$ cat src/rtl/red_operand_packer.sv
// red_operand_packer: serial byte front end for the RED datapath.
// Packs every four accepted bytes into an A/B operand pair using the lane order
// the reduction consumes. Completed pairs wait in a small output FIFO.
// A flush closes a partial group. Its missing lanes are zero-padded, and the
// FIFO entry is marked partial.
module red_operand_packer #(
  parameter int DEPTH = 2,
  parameter int CNT_W = 2
) (
  input  logic             clk,
  input  logic             rst_n,
  input  logic             in_valid,
  input  logic [7:0]       in_byte,
  output logic             in_ready,
  input  logic             flush,
  output logic             out_valid,
  output logic [15:0]      out_A,
  output logic [15:0]      out_B,
  output logic             out_partial,
  input  logic             out_ready,
  output logic [CNT_W:0]   fifo_count
);

  localparam int PTR_W = (DEPTH > 1) ? $clog2(DEPTH) : 1;
  localparam logic [CNT_W:0] FULL_CNT = (CNT_W+1)'(DEPTH);

  // Assembly state
  logic [1:0]       lane_q, lane_d;
  logic [15:0]      a_q, a_d;
  logic [15:0]      b_q, b_d;
  logic             flush_pend_q, flush_pend_d;

  // FIFO state
  logic [PTR_W-1:0] wr_ptr_q, wr_ptr_d;
  logic [PTR_W-1:0] rd_ptr_q, rd_ptr_d;
  logic [CNT_W:0]   count_q, count_d;
  logic [15:0]      mem_a_q [DEPTH];
  logic [15:0]      mem_b_q [DEPTH];
  logic             mem_p_q [DEPTH];

  logic             fifo_full;
  logic             accept;
  logic             pop;
  logic             push;
  logic             push_p;
  logic [15:0]      merge_a, merge_b;

  assign fifo_full = (count_q == FULL_CNT);
  // The lane-3 byte needs a free FIFO slot. A pending flush blocks new bytes
  // until the padded group has been pushed.
  assign in_ready  = !flush_pend_q && ((lane_q != 2'd3) || !fifo_full);
  assign accept    = in_valid && in_ready;
  assign pop       = (count_q != '0) && out_ready;

  // Merge the byte accepted this cycle into the assembly at its lane position
  always_comb begin
    merge_a = a_q;
    merge_b = b_q;
    if (accept) begin
      case (lane_q)
        2'd0:    merge_a[7:0]  = in_byte;
        2'd1:    merge_b[7:0]  = in_byte;
        2'd2:    merge_a[15:8] = in_byte;
        default: merge_b[15:8] = in_byte;
      endcase
    end
  end

  // Next-state logic for the lane, assembly and flush, and FIFO push decision
  always_comb begin
    lane_d       = lane_q;
    a_d          = a_q;
    b_d          = b_q;
    flush_pend_d = flush_pend_q;
    push         = 1'b0;
    push_p       = 1'b0;
    if (flush_pend_q) begin
      // in_ready is low here, so no new byte can arrive; wait for space
      if (!fifo_full) begin
        push         = 1'b1;
        push_p       = 1'b1;
        a_d          = '0;
        b_d          = '0;
        lane_d       = 2'd0;
        flush_pend_d = 1'b0;
      end
    end else if (accept && (lane_q == 2'd3)) begin
      // A full group commits normally and absorbs any coincident flush
      push   = 1'b1;
      a_d    = '0;
      b_d    = '0;
      lane_d = 2'd0;
    end else if (flush && (accept || (lane_q != 2'd0))) begin
      if (!fifo_full) begin
        push   = 1'b1;
        push_p = 1'b1;
        a_d    = '0;
        b_d    = '0;
        lane_d = 2'd0;
      end else begin
        a_d          = merge_a;
        b_d          = merge_b;
        lane_d       = accept ? lane_q + 2'd1 : lane_q;
        flush_pend_d = 1'b1;
      end
    end else if (accept) begin
      a_d    = merge_a;
      b_d    = merge_b;
      lane_d = lane_q + 2'd1;
    end
  end

  // FIFO pointer and occupancy next-state; push+pop together keeps the count
  always_comb begin
    wr_ptr_d = push ? wr_ptr_q + 1'b1 : wr_ptr_q;
    rd_ptr_d = pop  ? rd_ptr_q + 1'b1 : rd_ptr_q;
    count_d  = count_q + {{CNT_W{1'b0}}, push} - {{CNT_W{1'b0}}, pop};
  end

  // Control and assembly registers with async active-low reset
  always_ff @(posedge clk or negedge rst_n) begin
    if (!rst_n) begin
      lane_q       <= 2'd0;
      a_q          <= '0;
      b_q          <= '0;
      flush_pend_q <= 1'b0;
      wr_ptr_q     <= '0;
      rd_ptr_q     <= '0;
      count_q      <= '0;
    end else begin
      lane_q       <= lane_d;
      a_q          <= a_d;
      b_q          <= b_d;
      flush_pend_q <= flush_pend_d;
      wr_ptr_q     <= wr_ptr_d;
      rd_ptr_q     <= rd_ptr_d;
      count_q      <= count_d;
    end
  end

  // FIFO storage. It has no reset because the outputs are masked while the FIFO is empty.
  always_ff @(posedge clk) begin
    if (push) begin
      mem_a_q[wr_ptr_q] <= push_p ? merge_a : merge_a;
      mem_b_q[wr_ptr_q] <= merge_b;
      mem_p_q[wr_ptr_q] <= push_p;
    end
  end

  assign out_valid   = (count_q != '0);
  assign out_A       = out_valid ? mem_a_q[rd_ptr_q] : 16'h0000;
  assign out_B       = out_valid ? mem_b_q[rd_ptr_q] : 16'h0000;
  assign out_partial = out_valid ? mem_p_q[rd_ptr_q] : 1'b0;
  assign fifo_count  = count_q;

endmodule

$ cat config.mk
export PLATFORM = sky130hd
export DESIGN_NAME = red_operand_packer
export DESIGN_NICKNAME = d
export VERILOG_FILES = /design/src/rtl/red_operand_packer.sv
export SDC_FILE = /design/constraint.sdc
export NUM_CORES = 1
export LEC_CHECK = 0
export ABC_AREA = 0
export CORE_UTILIZATION = 28
export CTS_CLUSTER_SIZE = 8
export DETAILED_ROUTE_END_ITERATION = 16
export GPL_TIMING_DRIVEN = 0
export PLACE_DENSITY = 0.45
export SETUP_SLACK_MARGIN = 0.5
export SYNTH_ARGS = -nofsm -noshare
export SYNTH_HDL_FRONTEND = slang
export SYNTH_SLANG_ARGS = --single-unit
$ cat constraint.sdc
create_clock -name clk -period 3 [get_ports clk]
set_clock_uncertainty 0.1 [all_clocks]
set_input_delay 0.6 -clock clk [delete_from_list [all_inputs] [get_ports clk]]
set_output_delay 0.6 -clock clk [all_outputs]
set_load 0.02 [all_outputs]
# Word-level counts from Yosys, hierarchy flattened
# Memories as Yosys holds them, arrays and structs flattened.
# Index checks and enable logic that the tools add are counted.
[word_totals]
regBits = 40
ramBits = 66
in_bits = 13
out_inout_bits = 38
wordCells = 74
mem_count = 3
[classes]
addsub = 5
eq_ne = 6
n_mux = 38
n_reduce_logical = 15
[mem_list]
columns = ["name", "depth", "width", "rd", "rd_ports_with_merged_regs", "write_ports", "line_no", "source"]
rows = [
  ["mem_a_q", 2, 16, 1, 0, 1, "37", "logic [15:0] mem_a_q [DEPTH];"],
  ["mem_b_q", 2, 16, 1, 0, 1, "38", "logic [15:0] mem_b_q [DEPTH];"],
  ["mem_p_q", 2, 1, 1, 0, 1, "39", "logic mem_p_q [DEPTH];"],
]
[ops]
columns = ["operator", "count"]
rows = [
  ["16-bit two-way mux", 15],
  ["8-bit two-way mux", 4],
  ["1-bit two-way mux", 13],
  ["2-bit two-way mux", 6],
  ["1-bit logical AND", 5],
  ["2-bit equality test (second input constant)", 2],
  ["2-bit != test (second input constant)", 2],
  ["4-bit nonzero test", 1],
  ["3-bit by 1-bit adder with 3-bit output", 1],
  ["3-bit by 2-bit equality test with 1-bit output (second input constant)", 1],
  ["3-bit nonzero test", 1],
  ["3-bit OR reduction", 1],
  ["3-bit by 1-bit subtractor with 3-bit output", 1],
  ["1-bit adder (second input constant)", 2],
  ["2-bit by 1-bit adder with 2-bit output (second input constant)", 1],
  ["2-bit by 1-bit equality test with 1-bit output (second input constant)", 1],
  ["1-bit zero test", 2],
  ["2-bit zero test", 1],
  ["1-bit logical OR", 2],
  ["2-bit AND reduction", 1],
  ["2-bit nonzero test", 1],
]

# Depth between registers and ports, before layout
# Gate-level depths: netlist (run 1).
[depth]
ltp_word = 12
depth_mapped = 11
depth_no_buf = 11

# Worst setup path before layout (run 1)
# OpenSTA, ideal clock, no wires.
[synth_path]
path_type = "input -> register"
start = "in flush"
end = "mem mem_a_q[1][0], enable pin"
setup_ns = 0.423
arrival_time_ns = 2.939
slack_ns = -0.462
path_stages = 6
path_cell_list = "buf_2 nor2b_1 o22a_1 o21ai_1 buf_2 nor2_1"
[synth_between]
elab_chain_cells = 6
[synth_lines]
columns = ["element", "line_no", "source"]
rows = [
  ["from (decl)", "15", "input logic flush,"],
  ["1-bit logical AND", "93", "end else if (flush && (accept || (lane_q != 2'd0))) begin"],
  ["1-bit two-way mux", "93", ""],
  ["1-bit two-way mux", "87", "end else if (accept && (lane_q == 2'd3)) begin"],
  ["1-bit two-way mux", "77", "if (flush_pend_q) begin"],
  ["1-bit two-way mux", "143", "if (push) begin"],
  ["1-bit two-way mux", "144", "mem_a_q[wr_ptr_q] <= push_p ? merge_a : merge_a;"],
  ["to (decl)", "37", ""],
]
# No other way between the ends.

# Final worst setup path (run 1)
[layout_path]
start = "reg count_q[2] (netlist: fifo_count[2])"
end = "out out_B[3]"
[layout_between]
elab_chain_cells = 2
[layout_lines]
columns = ["element", "line_no", "source"]
rows = [
  ["from (decl)", "36", "logic [CNT_W:0] count_q, count_d;"],
  ["from (signal assigned)", "137", "count_q <= count_d;"],
  ["3-bit nonzero test", "150", "assign out_valid = (count_q != '0);"],
  ["16-bit two-way mux", "152", "assign out_B = out_valid ? mem_b_q[rd_ptr_q] : 16'h0000;"],
  ["to (decl)", "18", "output logic [15:0] out_B,"],
]
# No other way between the ends.

==> results of run 1 <==
-- critical path, stage by stage, from the launching register on --
cell and delay, ns:
dfrtp_2 0.45, nor3_4 0.22, buf_12 0.15, buf_4 0.17, nor2_1 0.06, dlygate4sd2_1 0.31
-- Yosys cell counts (2+ instances only) --
cell type / instances
a211oi_4: 3
a21oi_1: 2
and2_1: 8
buf_1: 2
buf_2: 11
buf_4: 2
buf_6: 4
clkbuf_1: 8
dfrtp_1: 40
edfxtp_1: 66
ha_1: 5
inv_1: 8
mux2_1: 20
mux2_2: 12
mux2i_1: 33
nand2_1: 6
nand2b_1: 2
nand3_1: 45
nor2_1: 39
nor2b_1: 2
nor3b_4: 3
o211ai_1: 24
o21ai_0: 11
o21ai_1: 15
xnor2_1: 4
-- power by group through the flow --
stage / Combinational (mW) / Clock, mW / Sequential, mW
final: 3.27 / 1.29 / 2.40
after detailed placement: 3.15 / 0 / 2.42
after floorplan: 1.99 / 0 / 2.38
after global routing: 3.56 / 1.38 / 2.46
after CTS: 3.27 / 1.33 / 2.40
after global placement: 3.12 / 0 / 2.40
-- per-stage QoR --
stage          power [mW]  hold slack [ns]  setup TNS, ns   util  setup slack (ns)
2_1_floorplan        4.38            0.204              0      -             0.512
3_3_place_gp         5.52            0.364          -8.12  0.335            -0.174
3_5_place_dp         5.57            0.365          -4.09  0.336            -0.131
4_1_cts              7.00           0.0269              0  0.367             0.464
5_1_grt              7.40           0.0391              0  0.370             0.461
6_report             6.96           0.0260              0  0.370             0.569
-- registers in the layout, summed over array words and instances, names as in the netlist --
| name | cells |
|---|---|
| mem_b_q | 32 |
| mem_p_q | 2 |
| fifo_count | 3 |
| lane_q | 2 |
| b_q | 16 |
| wr_ptr_q | 1 |
| a_q | 16 |
| mem_a_q | 32 |
| rd_ptr_q | 1 |
| flush_pend_q | 1 |
-- final cells by class --
class                           instances  area, um2  area share
Buffer                                 27        211      0.0328
Clock buffer                           10        239      0.0371
Clock inverter                          6       87.6      0.0136
Inverter                                9       33.8     0.00524
Multi-Input combinational cell        253       1950       0.303
Sequential cell                       106       2990       0.464
Tap cell                              225        282      0.0437
Timing Repair Buffer                   64        653       0.101
-- routing by layer --
metal  wire, um  track usage  vias to the layer above
met3        391       0.0213                       17
met2       5990        0.237                       65
li1           -            -                     1608
met4        366       0.0735                        0
met5          0            0                        -
met1       5760        0.187                     1665
-- cells by family after synthesis --
logic type      count (synthesis)  share of synthesized area
mux                            65                      0.137
fa+ha+maj                       6                     0.0164
compound gates                 65                     0.0955
simple gates                  110                      0.113
buf+inv                        36                     0.0370
flops                         106                      0.593
xor+xnor                        5                    0.00870
-- repair_timing --
item | CTS | global route
gates cloned | 2 | 0
pin swaps | 8 | 6
setup buffers | 13 | 1
hold endpoints to repair | 0 | 0
endpoints found under the setup margin | 121 | 33
resized for setup | 61 | 17
-- worst max path at each step --
stage                     cells past startpoint                 endpoint                    start
after CTS                                     5                out_B[11]  fifo_count[0]$_DFF_PN0_
after global routing                         10  fifo_count[2]$_DFF_PN0_    lane_q[1]$_DFFE_PN0P_
final                                         5                 out_B[3]  fifo_count[2]$_DFF_PN0_
after detailed placement                      4                out_B[11]  fifo_count[1]$_DFF_PN0_
after global placement                        4                out_B[11]  fifo_count[1]$_DFF_PN0_
after floorplan                              10  fifo_count[2]$_DFF_PN0_                    flush
-- layout by cell type (no fill, tap or decap), types with 4 or more instances in the layout --
cell type        count
nand2_1              6
buf_4               11
nor2_4               4
buf_6                9
nand3_1             45
clkbuf_16            9
clkdlybuf4s50_1     13
inv_1                6
xnor2_1              4
buf_2                8
buf_12               8
clkbuf_1             4
dlygate4sd2_1       34
and2_1               8
mux2_1              20
edfxtp_1            66
o211ai_1            24
dfrtp_1             37
mux2i_1             33
o21ai_0             11
nor2_1              36
o21ai_1             14
mux2_2              12
==> results.py, run 1 <==
metrics = {
    "status": {
        "status": "finished, final reports clean",
    },
    "power_and_ir_drop": {
        "pwr-share-seq": 0.345,
        "clockPowerShare": 0.186,
        "swShare": 0.379,
        "ir_drop_v": 0.000586,
        "leakage_nw": 2.61,
        "internal_power_mw": 4.33,
        "p_sw_mw": 2.63,
        "powerDensity_nw_per_um2": 1080,
        "pwr-share-comb": 0.469,
    },
    "cts": {
        "cts.path.max_buffers": 2,
        "root_buffer": "clkbuf_16",
        "ctsHoldBuffers": 0,
        "cts.htree.levels": 3,
        "clkTransAtPathRegs_ns": 0.07,
        "clk_latency_ns": 0.35,
        "cts_buffers": 9,
        "clkSinkCount": 106,
        "cts_tree": "built",
    },
    "global_route": {
        "grt_max_degree": 31,
        "grt_pass1_wl_um": 19700,
        "gr-total-overflow": 0,
        "grt_pass1_vias": 3493,
        "grt_usage": 0.145,
        "antenna_found_initial": 0,
    },
    "setup_path": {
        "r2r-end": "fifo_count[2]$_DFF_PN0_",
        "critPathMaxFanout": 10,
        "critPathKind": "flip-flop to output port",
        "worstReg2RegStart": "lane_q[1]$_DFFE_PN0P_",
        "reg2reg_depth": 10,
        "endpoint_kind": "output port",
        "start_kind": "flip-flop",
        "arrival_ns": 1.73,
        "cp.required_ns": 2.30,
        "rrSetupSlack_ns": 0.60,
    },
    "logic_synthesis": {
        "syn_nets": 412,
        "synthArstFlopShare": 0.377,
        "synthDistinctLibCells": 43,
        "synth_edf_count": 66,
        "synth_top_area_frac": 0.394,
        "synth.largest_area_cell": "edfxtp_1",
        "synth_ff_type": "edfxtp_1",
        "syn_area_per_cell_um2": 12.8,
        "synth_seq_cells": 106,
        "syn-instance-count": 393,
        "synth_area_um2": 5030,
        "synth_area_leaders": "edfxtp_1 39%, dfrtp_1 20%, mux2i_1 6.6%",
        "ys_warn_count": 0,
        "yosysSeqAreaShare": 0.593,
    },
    "finish": {
        "diodes": 0,
        "stdcell_area_um2": 6440,
        "syn_to_final_growth_pct": 28.0,
        "nFillCells": 1693,
        "drive_gt1_frac": 0.202,
        "fin_nets": 489,
        "finalNonFillerCells": 700,
    },
    "die": {
        "core_area_um2": 17400,
        "io_pins": 51,
        "start_util": 0.289,
        "die-area_um2": 18500,
        "num_rows": 48,
        "die_width_um": 136,
        "die_y_um": 136,
    },
    "sta": {
        "hold_viol_final": 0,
        "fmax_mhz": 411,
        "fin_crit_ns": 2.43,
        "tightest_slew_ns": 0.494,
        "slew_headroom": 0.669,
        "finalCritPeriodShare": 0.810,
        "setup_viol": 0,
        "slew_viol_final": 0,
        "rsz0062_at_grt": "true",
    },
    "detailed_routing": {
        "drt_first_pass_iters": 4,
        "avgRoutedWirePerCell_um": 17.9,
        "drc": 0,
        "vias": 3355,
        "initialDrtViolationCount": 193,
        "via_per_inst": 4.79,
        "antenna_left": 0,
        "drt-total-wl_um": 12500,
    },
    "worst_hold_path": {
        "hold_path_class": "input port to async pin",
    },
    "placed_design": {
        "placed_cell_area_um2": 5850,
        "place_congestion": 0.779,
        "hpwlAfterDp_um": 7860,
        "io_buffers": 49,
        "dp_cells": 668,
    },
    "job": {
        "cap_violations": 0,
    },
}
No activity file was read; power rests on OpenSTA's default activity.
==> run 2: changes to the inputs <==
==> constraint.sdc (replaced) <==
create_clock -name clk -period 2 [get_ports clk]
set_clock_uncertainty 0.1 [all_clocks]
set_input_delay 0.4 -clock clk [delete_from_list [all_inputs] [get_ports clk]]
set_output_delay 0.4 -clock clk [all_outputs]
set_load 0.02 [all_outputs]
==> run 2 against run 1 <==
  * The run now ends with setup timing left
  * Total power rose by 97%
  * Cell area up 26%
  * Non-clock buffer count is 61 higher
  * Global-route usage rose by 2.2 points
  * First-iteration DRC count decreased by 21%
  * Count of clock-buffer cells in the layout unchanged
  * Cell count rose by 8.7%
  * Hold slack gained 0.27 ns
  * Largest cell class unchanged
  * Highest routed layer unchanged
==> results.py, run 2 (same netlist as run 1, synthesis figures left out) <==
metrics = {
    "status": {
        "status": "finished with violations",
        "violations": "setup timing",
    },
    "setup_path": {
        "startpoint": "lane_q[1]$_DFFE_PN0P_",
        "critPathKind": "flip-flop to flip-flop",
        "endpoint_kind": "flip-flop",
        "slowest_stage": "dfrtp_2",
        "reg2reg_depth": 9,
        "critPathMaxFanout": 6,
        "start_kind": "flip-flop",
        "r2r-end": "mem_a_q[1][6]$_DFFE_PP_",
        "rrSetupSlack_ns": -0.45,
        "worstReg2RegStart": "lane_q[1]$_DFFE_PN0P_",
        "cp_cell_sequence": "ha_2 > buf_8 > buf_4 > buf_6 > and4bb_1 > buf_6 > nor3b_4 > buf_6 > mux2_4",
        "arrival_ns": 2.44,
        "cp.required_ns": 2.00,
        "slowest_delay_ns": 0.44,
        "crit_end": "mem_a_q[1][6]$_DFFE_PP_",
        "critPathMostFrequentCell": "buf_6",
    },
    "power_and_ir_drop": {
        "leakage_nw": 3.19,
        "powerDensity_nw_per_um2": 1690,
        "ir_drop_v": 0.000706,
    },
    "finish": {
        "largestRegisters": "mem_a_q: 32 flops, mem_b_q: 32 flops",
        "fin_nets": 550,
        "nFillCells": 1578,
        "stdcell_area_um2": 8090,
        "layout_common_cells": "77 x buf_6, 66 x edfxtp_1, 36 x nor2_4, 36 x dfrtp_1, 26 x nand3_2",
        "layout_commonest_cell": "buf_6",
        "diodes": 0,
        "drive_gt1_frac": 0.588,
        "syn_to_final_growth_pct": 60.7,
    },
    "placed_design": {
        "place_congestion": 0.744,
        "hpwlAfterDp_um": 8390,
        "io_buffers": 49,
        "placed_cell_area_um2": 6320,
    },
    "sta": {
        "fmax_mhz": 409,
        "setup_slack_ns": -0.445,
        "finalCritPeriodShare": 1.22,
        "tightest_slew_ns": 0.627,
        "slew_headroom": 0.581,
        "fin_crit_ns": 2.45,
        "setup_tns_ns": -57.04,
        "whs_ns": 0.298,
        "setup_viol": 192,
        "slew_viol_final": 0,
        "hold_viol_final": 0,
        "rsz0062_at_grt": "true",
    },
    "cts": {
        "cts_tree": "built",
        "root_buffer": "clkbuf_16",
        "cts_buffers": 9,
        "clkSinkCount": 106,
        "clk_latency_ns": 0.36,
        "clkTransAtPathRegs_ns": 0.07,
        "cts.htree.levels": 3,
        "cts.path.max_buffers": 2,
    },
    "global_route": {
        "grt_pass1_vias": 3780,
        "grt_pass1_wl_um": 22500,
        "grt_max_degree": 27,
        "grt_usage": 0.167,
        "antenna_found_initial": 0,
        "gr-total-overflow": 0,
    },
    "die": {
        "core_area_um2": 17400,
        "io_pins": 51,
        "num_rows": 48,
        "die-area_um2": 18500,
        "die_y_um": 136,
        "die_width_um": 136,
        "start_util": 0.289,
    },
    "detailed_routing": {
        "drt-total-wl_um": 14500,
        "vias": 3705,
        "avgRoutedWirePerCell_um": 19.0,
        "antenna_left": 0,
        "initialDrtViolationCount": 153,
        "via_per_inst": 4.87,
        "drc": 0,
        "drt_first_pass_iters": 4,
    },
    "job": {
        "cap_violations": 0,
    },
    "worst_hold_path": {
        "hold_path_class": "input port to flip-flop",
    },
}
## run 2: changes by cell type in the layout (fill, tap and decap cells not counted), moves of 25 or more
cell	before	now
buf_6	9	77
dlygate4sd2_1	34	0
nor2_1	36	2
nor2_4	4	36
nand3_1	45	19
nand3_2	0	26
mux2_4	0	25
## run 2: cell type report
type	instances	area [um2]	share of cell area
sequential	106	2990	0.369
tap	225	282	0.0348
timing repair buffer	125	1530	0.189
clock buffer	10	239	0.0295
buffer	27	343	0.0424
inverter	9	38.8	0.00480
clock inverter	6	65.1	0.00804
multi-input combinational	253	2610	0.322
## run 2: through the flow
stage | worst slack [ns] | cells | utilization | power (mW)
finish | -0.445 | 761 | 0.464 | 13.7
global route | -0.519 | 761 | 0.464 | 14.4
CTS | -0.397 | 748 | 0.447 | 13.3
detailed placement | -0.837 | 668 | 0.363 | 9.31
global placement | -0.981 | 667 | 0.362 | 9.22
floorplan | -0.329 | 393 | - | 7.47
## run 2: critical path: cells and delay by family (launching register included)
kind | cells | cell delay [ns]
flops | 1 | 0.44
buf+inv | 5 | 0.66
fa+ha+maj | 1 | 0.19
mux | 1 | 0.32
simple gates | 2 | 0.47
## run 2: worst min path at each step
stage | to | slack (ns) | startpoint | depth (start not counted)
6_report | flush_pend_q$_DFF_PN0_ | 0.30 | flush | 3
5_1_grt | flush_pend_q$_DFF_PN0_ | 0.32 | flush | 3
4_1_cts | flush_pend_q$_DFF_PN0_ | 0.28 | flush | 3
3_5_place_dp | fifo_count[1]$_DFF_PN0_ | 0.25 | rst_n | 1
3_3_place_gp | b_q[11]$_DFFE_PN0P_ | 0.36 | b_q[11]$_DFFE_PN0P_ | 1
2_1_floorplan | a_q[0]$_DFFE_PN0P_ | 0.004 | rst_n | 0
## run 2: report_power, final
part           internal (mW)  leakage [nW]  switching [mW]
clock                   1.01         0.150           0.833
combinational           4.36          1.91            3.83
sequential              3.27          1.14           0.402
## run 2: per-layer routing
metal / global-route usage / vias up / part of all wire
li1: - / 1737 / -
met1: 0.220 / 1886 / 0.46
met2: 0.272 / 61 / 0.50
met3: 0.0201 / 21 / 0.022
met4: 0.0796 / 0 / 0.025
met5: 0 / - / 0
## run 2: what timing repair did
item                                   CTS  global route
setup endpoints to repair              209           209
resized for setup                      337            48
pin swaps                               63            41
gates cloned                            12             0
buffers inserted                        51            13
endpoints found under the hold margin   14             0
hold buffers                             1             0
==> run 3: changes to the inputs <==
--- a/config.mk
+++ b/config.mk
@@ -10,7 +10,7 @@
 export CTS_CLUSTER_SIZE = 8
 export DETAILED_ROUTE_END_ITERATION = 16
 export GPL_TIMING_DRIVEN = 0
-export PLACE_DENSITY = 0.45
+export PLACE_DENSITY = 0.43
 export SETUP_SLACK_MARGIN = 0.5
 export SYNTH_ARGS = -nofsm -noshare
 export SYNTH_HDL_FRONTEND = slang
==> constraint.sdc (replaced) <==
create_clock -name clk -period 3.05 [get_ports clk]
set_clock_uncertainty 0.1 [all_clocks]
set_input_delay 0.61 -clock clk [delete_from_list [all_inputs] [get_ports clk]]
set_output_delay 0.61 -clock clk [all_outputs]
set_load 0.02 [all_outputs]
==> run 3 against run 2 <==
  * Count of clock-buffer cells in the layout rose by 1
  * Utilization fell by 9.8 points
  * Largest power group unchanged
  * Global-route usage fell by 2.2 points
  * Hold slack got worse by 0.19 ns
  * Combinational power fell by 61%
  * Register-to-register slack improved by 1.0 ns
  * The run now ends clean
  * Die area did not move
  * Wire length fell by 12%
==> results.py, run 3 (same netlist as run 1, synthesis figures left out) <==
metrics = {
    "detailed_routing": {
        "drt_first_pass_iters": 4,
        "vias": 3363,
        "antenna_left": 0,
        "avgRoutedWirePerCell_um": 18.2,
        "via_per_inst": 4.81,
        "drc": 0,
        "drt-total-wl_um": 12700,
        "initialDrtViolationCount": 200,
    },
    "sta": {
        "slew_headroom": 0.646,
        "fmax_mhz": 404,
        "setup_viol": 0,
        "hold_viol_final": 0,
        "setup_slack_ns": 0.575,
        "slew_viol_final": 0,
        "rsz0062_at_grt": "true",
        "fin_crit_ns": 2.48,
        "finalCritPeriodShare": 0.812,
        "setup_tns_ns": 0,
        "whs_ns": 0.110,
        "tightest_slew_ns": 0.532,
    },
    "cts": {
        "clk_latency_ns": 0.35,
        "root_buffer": "clkbuf_16",
        "cts_buffers": 9,
        "clkSinkCount": 106,
        "cts.htree.levels": 3,
        "cts_tree": "built",
        "ctsHoldBuffers": 0,
        "cts.path.max_buffers": 2,
        "clkTransAtPathRegs_ns": 0.07,
    },
    "global_route": {
        "grt_max_degree": 24,
        "grt_pass1_wl_um": 19500,
        "grt_usage": 0.145,
        "antenna_found_initial": 0,
        "grt_pass1_vias": 3399,
        "gr-total-overflow": 0,
    },
    "setup_path": {
        "critPathKind": "flip-flop to output port",
        "worstReg2RegStart": "lane_q[1]$_DFFE_PN0P_",
        "r2r-end": "fifo_count[2]$_DFF_PN0_",
        "reg2reg_depth": 11,
        "start_kind": "flip-flop",
        "arrival_ns": 1.77,
        "rrSetupSlack_ns": 0.60,
        "endpoint_kind": "output port",
        "cp.required_ns": 2.34,
        "critPathMaxFanout": 7,
    },
    "placed_design": {
        "place_congestion": 0.763,
        "io_buffers": 49,
        "dp_cells": 668,
        "hpwlAfterDp_um": 8030,
        "dp_slack_ns": -0.112,
    },
    "die": {
        "io_pins": 51,
        "die_y_um": 136,
        "start_util": 0.289,
        "die-area_um2": 18500,
        "num_rows": 48,
        "die_width_um": 136,
        "core_area_um2": 17400,
    },
    "power_and_ir_drop": {
        "leakage_nw": 2.59,
        "ir_drop_v": 0.000514,
        "powerDensity_nw_per_um2": 1050,
    },
    "finish": {
        "fin_nets": 489,
        "finalNonFillerCells": 699,
        "finish.utilization": 0.366,
        "layout_common_cells": "66 x edfxtp_1, 45 x nand3_1, 37 x dfrtp_1, 36 x nor2_1, 33 x mux2i_1",
        "diodes": 0,
        "nFillCells": 1717,
        "drive_gt1_frac": 0.190,
        "syn_to_final_growth_pct": 26.8,
        "largestRegisters": "mem_a_q: 32 flops, mem_b_q: 32 flops",
        "layout_commonest_cell": "edfxtp_1",
    },
    "job": {
        "cap_violations": 0,
    },
    "status": {
        "status": "finished, final reports clean",
    },
    "worst_hold_path": {
        "hold_path_class": "input port to async pin",
    },
}
## run 3: cell type report
class                      instances  area, um2  area share
timing repair buffer              64        646       0.101
clock inverter                     4       53.8     0.00843
inverter                           9       33.8     0.00529
buffer                            27        198      0.0310
multi-input combinational        253       1950       0.305
sequential                       106       2990       0.468
tap                              225        282      0.0441
clock buffer                      11        233      0.0365
## run 3: per-layer routing
layer | routed length [um] | share of wire | vias up | GRT usage
met5 | 0 | 0 | - | 0
met4 | 259 | 0.020 | 0 | 0.0599
met3 | 492 | 0.039 | 17 | 0.0268
met2 | 6000 | 0.47 | 67 | 0.232
met1 | 5960 | 0.47 | 1676 | 0.193
li1 | - | - | 1603 | -
## run 3: stage by stage
stage / power, mW / area (um2)
2_1_floorplan: 4.31 / 5060
3_3_place_gp: 5.44 / 5830
3_5_place_dp: 5.48 / 5850
4_1_cts: 6.74 / 6310
5_1_grt: 7.14 / 6380
6_report: 6.71 / 6380
## run 3: how the worst max path moves through the flow
stage | start | to
2_1_floorplan | flush | fifo_count[2]$_DFF_PN0_
3_3_place_gp | fifo_count[1]$_DFF_PN0_ | out_B[11]
3_5_place_dp | fifo_count[1]$_DFF_PN0_ | out_B[11]
4_1_cts | fifo_count[2]$_DFF_PN0_ | out_B[11]
5_1_grt | lane_q[0]$_DFFE_PN0P_ | fifo_count[2]$_DFF_PN0_
6_report | rd_ptr_q$_DFFE_PN0P_ | out_B[15]
## run 3: worst max-delay path, cell delays in order (launching register included)
cell and delay (ns):
dfrtp_1 0.36, clkbuf_4 0.22, mux2i_1 0.15, nor2_1 0.09, clkdlybuf4s50_1 0.61
## run 3: where the power goes
part | switching (mW) | leakage [nW] | total [mW] | internal, mW
Combinational | 1.84 | 1.32 | 3.19 | 1.35
Sequential | 0.222 | 1.14 | 2.36 | 2.14
Clock | 0.514 | 0.132 | 1.15 | 0.634
## run 3: timing repair
action | in CTS | in global routing
pin swaps | 6 | 3
gates resized for setup | 54 | 16
setup endpoints to repair | 111 | 52
buffers inserted | 10 | 4
cloned | 2 | 0
